`src/rtl/ahb_apb_pkg.sv`:
```
// Shared AHB-to-APB bridge definitions: transfer/response encodings,
// the slave response-state enum and the default APB address map.
package ahb_apb_pkg;

   localparam logic [1:0] HTRANS_IDLE   = 2'b00;
   localparam logic [1:0] HTRANS_BUSY   = 2'b01;
   localparam logic [1:0] HTRANS_NONSEQ = 2'b10;
   localparam logic [1:0] HTRANS_SEQ    = 2'b11;

   localparam logic [1:0] HRESP_OKAY  = 2'b00;
   localparam logic [1:0] HRESP_ERROR = 2'b01;

   typedef enum logic [1:0] {
      RESP_OKAY = 2'd0,
      RESP_ERR1 = 2'd1,
      RESP_ERR2 = 2'd2
   } resp_state_e;

   // Default map, also used by APB_FSM_Controller and the bridge top.
   localparam logic [31:0] DEF_SLV_BASE      = 32'h8000_0000;
   localparam int          DEF_SLV_SPAN_LOG2 = 26;
   localparam int          NUM_SLAVES        = 3;

endpackage

```
`src/rtl/ahb_slave_interface_if.sv`:
```
// AHB-Lite bus bundle between an AHB master and the bridge slave side.
// Handshake: a transfer is accepted on an edge where Hreadyin=1 and Htrans is
// NONSEQ/SEQ; the slave stalls the master by driving Hreadyout=0.
interface ahb_slave_interface_if;
   logic        Hwrite;
   logic        Hreadyin;
   logic [1:0]  Htrans;
   logic [2:0]  Hsize;
   logic [31:0] Haddr;
   logic [31:0] Hwdata;
   logic [31:0] Hrdata;
   logic        Hreadyout;
   logic [1:0]  Hresp;

   modport master (
      output Hwrite, Hreadyin, Htrans, Hsize, Haddr, Hwdata,
      input  Hrdata, Hreadyout, Hresp
   );

   modport slave (
      input  Hwrite, Hreadyin, Htrans, Hsize, Haddr, Hwdata,
      output Hrdata, Hreadyout, Hresp
   );
endinterface

```
`src/rtl/ahb_addr_decoder.sv`:
```
// Combinational APB slave decode: one-hot select, out-of-window flag and
// size/address misalignment flag.
module ahb_addr_decoder
   import ahb_apb_pkg::*;
#(
   parameter logic [31:0] SLV_BASE      = DEF_SLV_BASE,
   parameter int          SLV_SPAN_LOG2 = DEF_SLV_SPAN_LOG2
) (
   input  logic [31:0] haddr,
   input  logic [2:0]  hsize,
   output logic [2:0]  sel,
   output logic        out_of_window,
   output logic        misaligned
);

   // 33-bit compare so a window ending at the top of the map cannot wrap.
   localparam logic [32:0] WIN_LO = {1'b0, SLV_BASE};
   localparam logic [32:0] WIN_HI = WIN_LO + (33'(NUM_SLAVES) << SLV_SPAN_LOG2);

   logic [1:0] idx;

   always_comb begin
      out_of_window = ({1'b0, haddr} < WIN_LO) || ({1'b0, haddr} >= WIN_HI);
      idx           = haddr[SLV_SPAN_LOG2+1 -: 2];
      sel           = 3'b000;
      if (!out_of_window) begin
         case (idx)
            2'd0:    sel = 3'b001;
            2'd1:    sel = 3'b010;
            2'd2:    sel = 3'b100;
            default: sel = 3'b000;
         endcase
      end
      misaligned = (hsize > 3'd2)
                || ((hsize == 3'd1) && haddr[0])
                || ((hsize == 3'd2) && (haddr[1:0] != 2'b00));
   end

endmodule

```
`src/rtl/ahb_slave_interface.sv`:
```
// AHB-Lite slave front end of the AHB-to-APB bridge: decode, two-stage
// address/data pipeline and two-cycle ERROR response. Optional alignment
// check is enabled by defining AHB_SLV_ALIGN_CHECK_EN.
module ahb_slave_interface
   import ahb_apb_pkg::*;
#(
   parameter logic [31:0] SLV_BASE      = DEF_SLV_BASE,
   parameter int          SLV_SPAN_LOG2 = DEF_SLV_SPAN_LOG2
) (
   input  logic                   Hclk,
   input  logic                   Hresetn,
   ahb_slave_interface_if.slave   ahb,
   input  logic [31:0]            Prdata,
   input  logic                   Hreadyout_apb,
   output logic                   valid,
   output logic [31:0]            Haddr1,
   output logic [31:0]            Haddr2,
   output logic [31:0]            Hwdata1,
   output logic [31:0]            Hwdata2,
   output logic                   Hwritereg,
   output logic [2:0]             tempselx,
   output resp_state_e            resp_state_dbg
);

   logic [2:0]  dec_sel;
   logic        dec_oow;
   logic        misaligned;
   logic        active;
   logic        illegal;
   resp_state_e resp_state;
   logic        err_stall;
   logic        err_resp;

   ahb_addr_decoder #(
      .SLV_BASE      (SLV_BASE),
      .SLV_SPAN_LOG2 (SLV_SPAN_LOG2)
   ) u_dec (
      .haddr         (ahb.Haddr),
      .hsize         (ahb.Hsize),
      .sel           (dec_sel),
      .out_of_window (dec_oow),
      .misaligned    (misaligned)
   );

   assign active = ahb.Hreadyin && ((ahb.Htrans == HTRANS_NONSEQ) || (ahb.Htrans == HTRANS_SEQ));

`ifdef AHB_SLV_ALIGN_CHECK_EN
   assign illegal = active && (dec_oow || (dec_sel == 3'b000) || misaligned);
`else
   logic unused_misaligned;
   assign unused_misaligned = misaligned;
   assign illegal = active && (dec_oow || (dec_sel == 3'b000));
`endif

   assign valid          = active && !illegal && (resp_state == RESP_OKAY);
   assign tempselx       = (resp_state == RESP_OKAY) ? dec_sel : 3'b000;
   assign resp_state_dbg = resp_state;

   always_ff @(posedge Hclk) begin
      if (!Hresetn) begin
         Haddr1    <= '0;
         Haddr2    <= '0;
         Hwdata1   <= '0;
         Hwdata2   <= '0;
         Hwritereg <= 1'b0;
      end else if (ahb.Hreadyin) begin
         Haddr1    <= ahb.Haddr;
         Haddr2    <= Haddr1;
         Hwdata1   <= ahb.Hwdata;
         Hwdata2   <= Hwdata1;
         Hwritereg <= ahb.Hwrite;
      end
   end

   // ERR2 deliberately ignores new illegal transfers: the master must be idle then.
   always_ff @(posedge Hclk) begin
      if (!Hresetn) begin
         resp_state <= RESP_OKAY;
         err_stall  <= 1'b0;
         err_resp   <= 1'b0;
      end else begin
         case (resp_state)
            RESP_OKAY: begin
               if (illegal) begin
                  resp_state <= RESP_ERR1;
                  err_stall  <= 1'b1;
                  err_resp   <= 1'b1;
               end
            end
            RESP_ERR1: begin
               resp_state <= RESP_ERR2;
               err_stall  <= 1'b0;
               err_resp   <= 1'b1;
            end
            default: begin
               resp_state <= RESP_OKAY;
               err_stall  <= 1'b0;
               err_resp   <= 1'b0;
            end
         endcase
      end
   end

   assign ahb.Hrdata    = Prdata;
   assign ahb.Hresp     = err_resp ? HRESP_ERROR : HRESP_OKAY;
   assign ahb.Hreadyout = err_stall ? 1'b0 : (err_resp ? 1'b1 : Hreadyout_apb);

endmodule

```
`src/flat_wrapper.sv`:
```
// flat-port wrapper written by rule: the top's interface ports become plain ports
module ahb_slave_interface_flat import ahb_apb_pkg::*;
#(
   parameter logic [31:0] SLV_BASE      = DEF_SLV_BASE,
   parameter int          SLV_SPAN_LOG2 = DEF_SLV_SPAN_LOG2
)
  (Hclk, Hresetn, Prdata, Hreadyout_apb, valid, Haddr1, Haddr2, Hwdata1, Hwdata2, Hwritereg, tempselx, resp_state_dbg, ahb_Hwrite, ahb_Hreadyin, ahb_Htrans, ahb_Hsize, ahb_Haddr, ahb_Hwdata, ahb_Hrdata, ahb_Hreadyout, ahb_Hresp);
  ahb_slave_interface_if ahb_i ();
  input  logic Hclk;
  input  logic Hresetn;
  input  logic [31:0] Prdata;
  input  logic Hreadyout_apb;
  output logic valid;
  output logic [31:0] Haddr1;
  output logic [31:0] Haddr2;
  output logic [31:0] Hwdata1;
  output logic [31:0] Hwdata2;
  output logic Hwritereg;
  output logic [2:0] tempselx;
  output resp_state_e resp_state_dbg;
  input wire logic [$bits(ahb_i.Hwrite)-1:0] ahb_Hwrite;
  input wire logic [$bits(ahb_i.Hreadyin)-1:0] ahb_Hreadyin;
  input wire logic [$bits(ahb_i.Htrans)-1:0] ahb_Htrans;
  input wire logic [$bits(ahb_i.Hsize)-1:0] ahb_Hsize;
  input wire logic [$bits(ahb_i.Haddr)-1:0] ahb_Haddr;
  input wire logic [$bits(ahb_i.Hwdata)-1:0] ahb_Hwdata;
  output wire logic [$bits(ahb_i.Hrdata)-1:0] ahb_Hrdata;
  output wire logic [$bits(ahb_i.Hreadyout)-1:0] ahb_Hreadyout;
  output wire logic [$bits(ahb_i.Hresp)-1:0] ahb_Hresp;
  assign ahb_i.Hwrite = ahb_Hwrite;
  assign ahb_i.Hreadyin = ahb_Hreadyin;
  assign ahb_i.Htrans = ahb_Htrans;
  assign ahb_i.Hsize = ahb_Hsize;
  assign ahb_i.Haddr = ahb_Haddr;
  assign ahb_i.Hwdata = ahb_Hwdata;
  assign ahb_Hrdata = ahb_i.Hrdata;
  assign ahb_Hreadyout = ahb_i.Hreadyout;
  assign ahb_Hresp = ahb_i.Hresp;
  ahb_slave_interface #(.SLV_BASE(SLV_BASE), .SLV_SPAN_LOG2(SLV_SPAN_LOG2)) u_core (.Hclk(Hclk), .Hresetn(Hresetn), .ahb(ahb_i), .Prdata(Prdata), .Hreadyout_apb(Hreadyout_apb), .valid(valid), .Haddr1(Haddr1), .Haddr2(Haddr2), .Hwdata1(Hwdata1), .Hwdata2(Hwdata2), .Hwritereg(Hwritereg), .tempselx(tempselx), .resp_state_dbg(resp_state_dbg));
endmodule
```
`config.mk`:
```
export PLATFORM = sky130hd
export DESIGN_NAME = ahb_slave_interface_flat
export DESIGN_NICKNAME = d
export VERILOG_FILES = /design/src/rtl/ahb_apb_pkg.sv /design/src/rtl/ahb_slave_interface_if.sv /design/src/rtl/ahb_addr_decoder.sv /design/src/rtl/ahb_slave_interface.sv /design/src/flat_wrapper.sv
export SDC_FILE = /design/constraint.sdc
export NUM_CORES = 1
export LEC_CHECK = 0
export CAP_MARGIN = 20
export CORE_AREA = 5 5 113 125
export CTS_CLUSTER_DIAMETER = 200
export DETAILED_ROUTE_END_ITERATION = 10
export DIE_AREA = 0 0 118 130
export GPL_TIMING_DRIVEN = 0
export MAX_ROUTING_LAYER = met4
export PLACE_DENSITY = 0.85
export SLEW_MARGIN = 20
export SYNTH_ARGS = -nofsm -noshare
export SYNTH_HDL_FRONTEND = slang
export SYNTH_SLANG_ARGS = --single-unit
export TNS_END_PERCENT = 1
```
`constraint.sdc`:
```
create_clock -name Hclk -period 2.95 [get_ports Hclk]
set_clock_uncertainty 0.05 [all_clocks]
set_input_delay 0.59 -clock Hclk [delete_from_list [all_inputs] [get_ports Hclk]]
set_output_delay 0.59 -clock Hclk [all_outputs]
set_load 0.03 [all_outputs]
```
==> results.tsv, run 1 <==
stage	metric	value	unit
clock_network	clk_latency	0.40	ns
finish	layout_commonest_cell	clkdlybuf4s50_1	
timing	holdWs	0.4693	ns
synth	yosys.area.top_type_share	49.95	%
detailed_routing	wl_per_cell	17.13	um
finish	fin_util	68.26	%
global_route	grt_pass1_vias	4673	
outcome	status	complete, no violations	
clock_network	path_clk_slew	0.05	ns
placement	dp_cells	872	
detailed_routing	drcViolationCount	0	
placement	hpwl	12.20	mm
finish	fin_nets	840	
detailed_routing	first_iter_violations	98	
worst_setup_path	arrival	2.21	ns
clock_network	root_buffer	clkbuf_16	
finish	layout_common_cells	clkdlybuf4s50_1, dfxtp_1, mux2i_1, nor2b_1, buf_4	
timing	relSlewSlack	60.46	%
finish	layout-drive-gt1-share	12.05	%
clock_network	clockBufferDepth	2	
floorplanning	die_h	130	um
detailed_routing	avgViaCountPerCell	4.716	
worst_setup_path	end_kind	output port	
clock_network	cts_tree	done	
detailed_routing	dr.pass1.iters	4	
worst_setup_path	path_max_fanout	4	
clock_network	cts_num_sinks	133	
worst_setup_path	path_class	input port to output port	
synth	ys_seq_area_share	49.95	%
floorplanning	io_pins	276	
pwr	power.density	617.9	nW/um2
synth	yosys_warnings	0	
synth	synth.avg_cell_area	11.15	um2
timing	finalCritPeriodShare	96.58	%
pwr	p_leak	3.548	nW
global_route	antenna_found_initial	0	
detailed_routing	vias	4263	
global_route	grt_max_degree	17	
placement	port_buffers	237	
clock_network	numCtsBuffers	17	
synth	syn-instance-count	478	
placement	place_congestion	0.8372	
detailed_routing	finalWirelength	15.49	mm
global_route	grt-ovfl-total	0	
synth	synth_fp_nets	584	
pwr	vdd_drop_max	0.3719	mV
worst_setup_path	cp-start-kind	input port	
run	cap_violations	0	
floorplanning	fp.dieArea	15340	um2
synth	synth-seq-cells	133	
floorplanning	coreArea	12590	um2
placement	place_area	7899	um2
min_path	hold_path_class	flip-flop to flip-flop	
synth	synth_area_leaders	dfxtp_1, mux2i_1, nor2b_1, buf_4, clkbuf_1	
synth	yosys.cell_types.count	19	
finish	antenna_cells	0	
worst_setup_path	critPathRequiredTime	2.31	ns
finish	syn2layout_area_growth	61.22	%
clock_network	htreeDepth	4	
synth	syn_area	5330	um2
timing	drv_slew	0	
timing	period_minus_slack	2.849	ns
detailed_routing	antenna_left	0	
timing	rsz0062_at_grt	false	
timing	hold_violations	0	
floorplanning	start_util	42.34	%
finish	postLayoutCellArea	8593	um2
timing	setup_viol	0	
floorplanning	die_w	118	um
global_route	grt_use_total	20.26	%
floorplanning	rows	43	
timing	worstMarginPinSlew	0.5848	ns
synth	yosys.area.top_type	dfxtp_1	
global_route	grt_pass1_wl	24.32	mm
timing	fmax	0.3510	GHz
finish	finalNonFillerCells	904	
[layout make-up]
class,count,area [um2]
fill,975,3996
sequential,133,2663
timing repair buffer,237,2352
multi-input combinational,280,2255
clock buffer,20,466.7
buffer,63,405.4
clock inverter,12,247.7
tap,157,196.4
inverter,2,7.507
[flip-flops by register name (all words and copies together) (netlist names)]
| name | flops |
|---|---|
| u_core.err_stall | 1 |
| u_core.Haddr1 | 32 |
| u_core.Hwdata2 | 32 |
| u_core.Haddr2 | 32 |
| u_core.Hwritereg | 1 |
| u_core.resp_state_dbg | 2 |
| u_core.err_resp | 1 |
| u_core.Hwdata1 | 32 |
[what timing repair did]
item,in CTS,in global routing
hold buffers,0,0
resized for setup,8,10
endpoints found under the setup margin,4,4
setup buffers,0,0
[metrics by stage]
| stage | TNS, ns | power, mW | setup WS (ns) |
|---|---|---|---|
| floorplan | 0 | 2.455 | 0.2494 |
| global placement | -1.189 | 2.820 | -0.3764 |
| detailed placement | -1.265 | 2.841 | -0.3900 |
| CTS | -0.002565 | 5.368 | -0.002565 |
| global route | 0 | 5.498 | 0.02239 |
| finish | 0 | 5.310 | 0.1009 |
[worst max-delay path, stage by stage]
cell             delay (ns)
clkdlybuf4s50_1        0.49
or4b_4                 0.60
nor4b_2                0.27
buf_2                  0.26
[Yosys cell counts (all sizes together)]
master / n
dfxtp: 133
nor2b: 129
nor4b: 3
mux2i: 129
nor2: 3
or2: 1
a21oi: 2
or4b: 1
nor4: 2
nand2: 2
inv: 2
or3b: 1
nand2b: 1
buf: 49
a211oi: 5
conb: 1
clkbuf: 14
[kinds of logic (layout without fill, tap and decap cells)]
family | count (synthesis) | in the layout | synth area share (%)
other | 1 | 1 | 0.07035
multiplexers | 129 | 129 | 24.23
buffers and inverters | 65 | 334 | 7.747
AO/OA/AOI/OAI | 7 | 7 | 0.8921
flip-flops | 133 | 133 | 49.95
AND/OR/NAND/NOR | 143 | 143 | 17.11
[metal layers]
| metal | global-route usage [%] | part of all wire [%] |
|---|---|---|
| met2 | 34.99 | 51 |
| met4 | 8.030 | 2.4 |
| met1 | 21.35 | 38 |
| met3 | 7.195 | 8.0 |
| met5 | - | 0 |
[worst paths after layout]
check                           start                       end  slack (ns)  depth (start not counted)
max                     ahb_Haddr[29]                     valid        0.10                          4
min                 u_core.Hwdata2[5]         u_core.Hwdata2[5]        0.47                          2
max reg2reg  u_core.resp_state_dbg[0]  u_core.resp_state_dbg[0]        1.80                          2
min reg2reg         u_core.Hwdata2[5]         u_core.Hwdata2[5]        0.47                          2
[report_power, final]
group / total, mW / switching, mW / internal [mW]
logic: 0.848 / 0.429 / 0.419
registers: 1.95 / 0.0641 / 1.88
clock network: 2.51 / 0.773 / 1.74
total: 5.31 / 1.27 / 4.04
No activity file was read; power rests on OpenSTA's default activity.
==> run 2, diff against run 1 <==
Settings changed: CORE_AREA 5 5 113 125 to 2 2 110 122, DIE_AREA 0 0 118 130 to 0 0 112 124.
==> results.tsv, run 2 (same netlist as run 1, synthesis figures left out) <==
stage	metric	value	unit	change
floorplanning	io_pins	276		unchanged
finish	postLayoutCellArea	8549	um2	was 8593 um2
worst_setup_path	path_max_fanout	4		unchanged
finish	layout_commonest_cell	clkdlybuf4s50_1		unchanged
placement	post-place-ws	-0.3763	ns	was -0.3900 ns
pwr	power.density	594.3	nW/um2	was 617.9 nW/um2
timing	fmax	0.3396	GHz	was 0.3510 GHz
timing	period_minus_slack	2.944	ns	was 2.849 ns
global_route	grt-busiest-layer	met2		unchanged
worst_setup_path	arrival	2.30	ns	was 2.21 ns
worst_setup_path	cpPeakStageDelay	0.61	ns	was 0.60 ns
pwr	vdd_drop_max	0.4429	mV	was 0.3719 mV
worst_setup_path	critPathRequiredTime	2.31	ns	about the same
global_route	grt_pass1_vias	4326		was 4673
finish	antenna_cells	0		unchanged
worst_setup_path	slowest_stage	or4b_4		unchanged
floorplanning	die_w	112	um	was 118 um
finish	regArea	2663	um2	unchanged
timing	hold_violations	0		unchanged
timing	rsz0062_at_grt	true		was false
global_route	grt_max_degree	17		unchanged
placement	hpwl	11.06	mm	was 12.20 mm
clock_network	htreeDepth	4		unchanged
min_path	hold_path_class	flip-flop to flip-flop		unchanged
global_route	met3_usage	6.131	%	was 7.195%
global_route	use_met1	23.15	%	was 21.35%
timing	drv_slew	0		unchanged
detailed_routing	finalWirelength	14.60	mm	was 15.49 mm
global_route	antenna_found_initial	0		unchanged
placement	place_area	7899	um2	unchanged
timing	setup_viol	0		unchanged
detailed_routing	vias	4214		was 4263
finish	fin_util	67.91	%	was 68.26%
global_route	grt_use_total	20.78	%	was 20.26%
pwr	p_total	5.081	mW	was 5.310 mW
clock_network	cts_tree	done		unchanged
clock_network	clockBufferDepth	2		unchanged
floorplanning	start_util	42.34	%	unchanged
detailed_routing	avgViaCountPerCell	4.667		was 4.716
detailed_routing	antenna_left	0		unchanged
global_route	grt-ovfl-total	0		unchanged
worst_setup_path	end_kind	output port		unchanged
detailed_routing	dr.pass1.iters	4		unchanged
timing	relSlewSlack	61.10	%	was 60.46%
finish	syn2layout_area_growth	60.40	%	was 61.22%
clock_network	path_clk_slew	0.06	ns	was 0.05 ns
worst_setup_path	path_cells	clkdlybuf4s50_1, or4b_4, nor4b_2, clkdlybuf4s15_2		was clkdlybuf4s50_1, or4b_4, nor4b_2, buf_2
timing	finalCritPeriodShare	99.81	%	was 96.58%
run	cap_violations	0		unchanged
clock_network	ctsHoldBuffers	0		unchanged
floorplanning	fp.dieArea	13890	um2	was 15340 um2
global_route	grtUsageMet2	35.72	%	was 34.99%
finish	layout_common_cells	clkdlybuf4s50_1, dfxtp_1, mux2i_1, nor2b_1, buf_4		unchanged
global_route	grt_pass1_wl	22.11	mm	was 24.32 mm
pwr	p_leak	3.514	nW	was 3.548 nW
clock_network	numCtsBuffers	17		unchanged
finish	fillers	969		was 975
finish	layout-drive-gt1-share	12.06	%	was 12.05%
timing	setup_ws	0.005680	ns	was 0.1009 ns
worst_setup_path	path_class	input port to output port		unchanged
timing	worstMarginPinSlew	0.5835	ns	was 0.5848 ns
clock_network	cts_num_sinks	133		unchanged
floorplanning	coreArea	12590	um2	unchanged
placement	port_buffers	237		unchanged
floorplanning	rows	43		unchanged
clock_network	clk_latency	0.40	ns	about the same
worst_setup_path	cp-start-kind	input port		unchanged
clock_network	root_buffer	clkbuf_16		unchanged
finish	multi_input_area	2261	um2	was 2255 um2
finish	fin_nets	840		unchanged
placement	place_congestion	0.8056		was 0.8372
floorplanning	die_h	124	um	was 130 um
detailed_routing	wl_per_cell	16.17	um	was 17.13 um
outcome	status	complete, no violations		unchanged
detailed_routing	first_iter_violations	129		was 98
detailed_routing	drcViolationCount	0		unchanged
## run 2: metal layers
layer / part of all wire [%] / vias up
met5: 0 / -
li1: - / 2059
met1: 41 / 1958
met4: 2.0 / 0
met3: 6.4 / 24
met2: 51 / 173
## run 2: critical path: cells and delay by family
kind          cells  cell delay [ns]
buf+inv           2             0.84
simple gates      2             0.88
## run 2: where the power goes
group | internal (mW) | switching (mW)
Clock | 1.52 | 0.771
Sequential | 1.88 | 0.0617
Combinational | 0.419 | 0.429
## run 2: cell type report
cell class / instances / share of cell area (%)
sequential: 133 / 31.14
buffer: 63 / 4.742
clock buffer: 18 / 5.137
timing repair buffer: 237 / 27.73
multi-input combinational: 280 / 26.45
tap: 157 / 2.298
clock inverter: 13 / 2.415
inverter: 2 / 0.08781
## run 2: worst paths after layout
check                           cells past startpoint                      from  slack (ns)                        to
worst max-delay path                                4             ahb_Haddr[29]       0.006                     valid
worst min-delay path                                2  u_core.resp_state_dbg[0]        0.44  u_core.resp_state_dbg[1]
worst max register to register                      2  u_core.resp_state_dbg[0]        1.81          u_core.err_stall
worst min register to register                      2  u_core.resp_state_dbg[0]        0.44  u_core.resp_state_dbg[1]
## run 2: per-stage QoR
stage	hold slack (ns)	setup TNS (ns)	cells
final	0.4415	0	903
after global routing	0.4893	-0.01743	903
after CTS	0.4407	0	903
after detailed placement	0.4334	-1.365	872
after global placement	0.4269	-1.260	872
after floorplan	0.4517	0	478
## run 2: what timing repair did
action,4_1_cts,5_1_grt
setup buffers,0,0
resized for setup,15,2
endpoints found under the setup margin,4,3
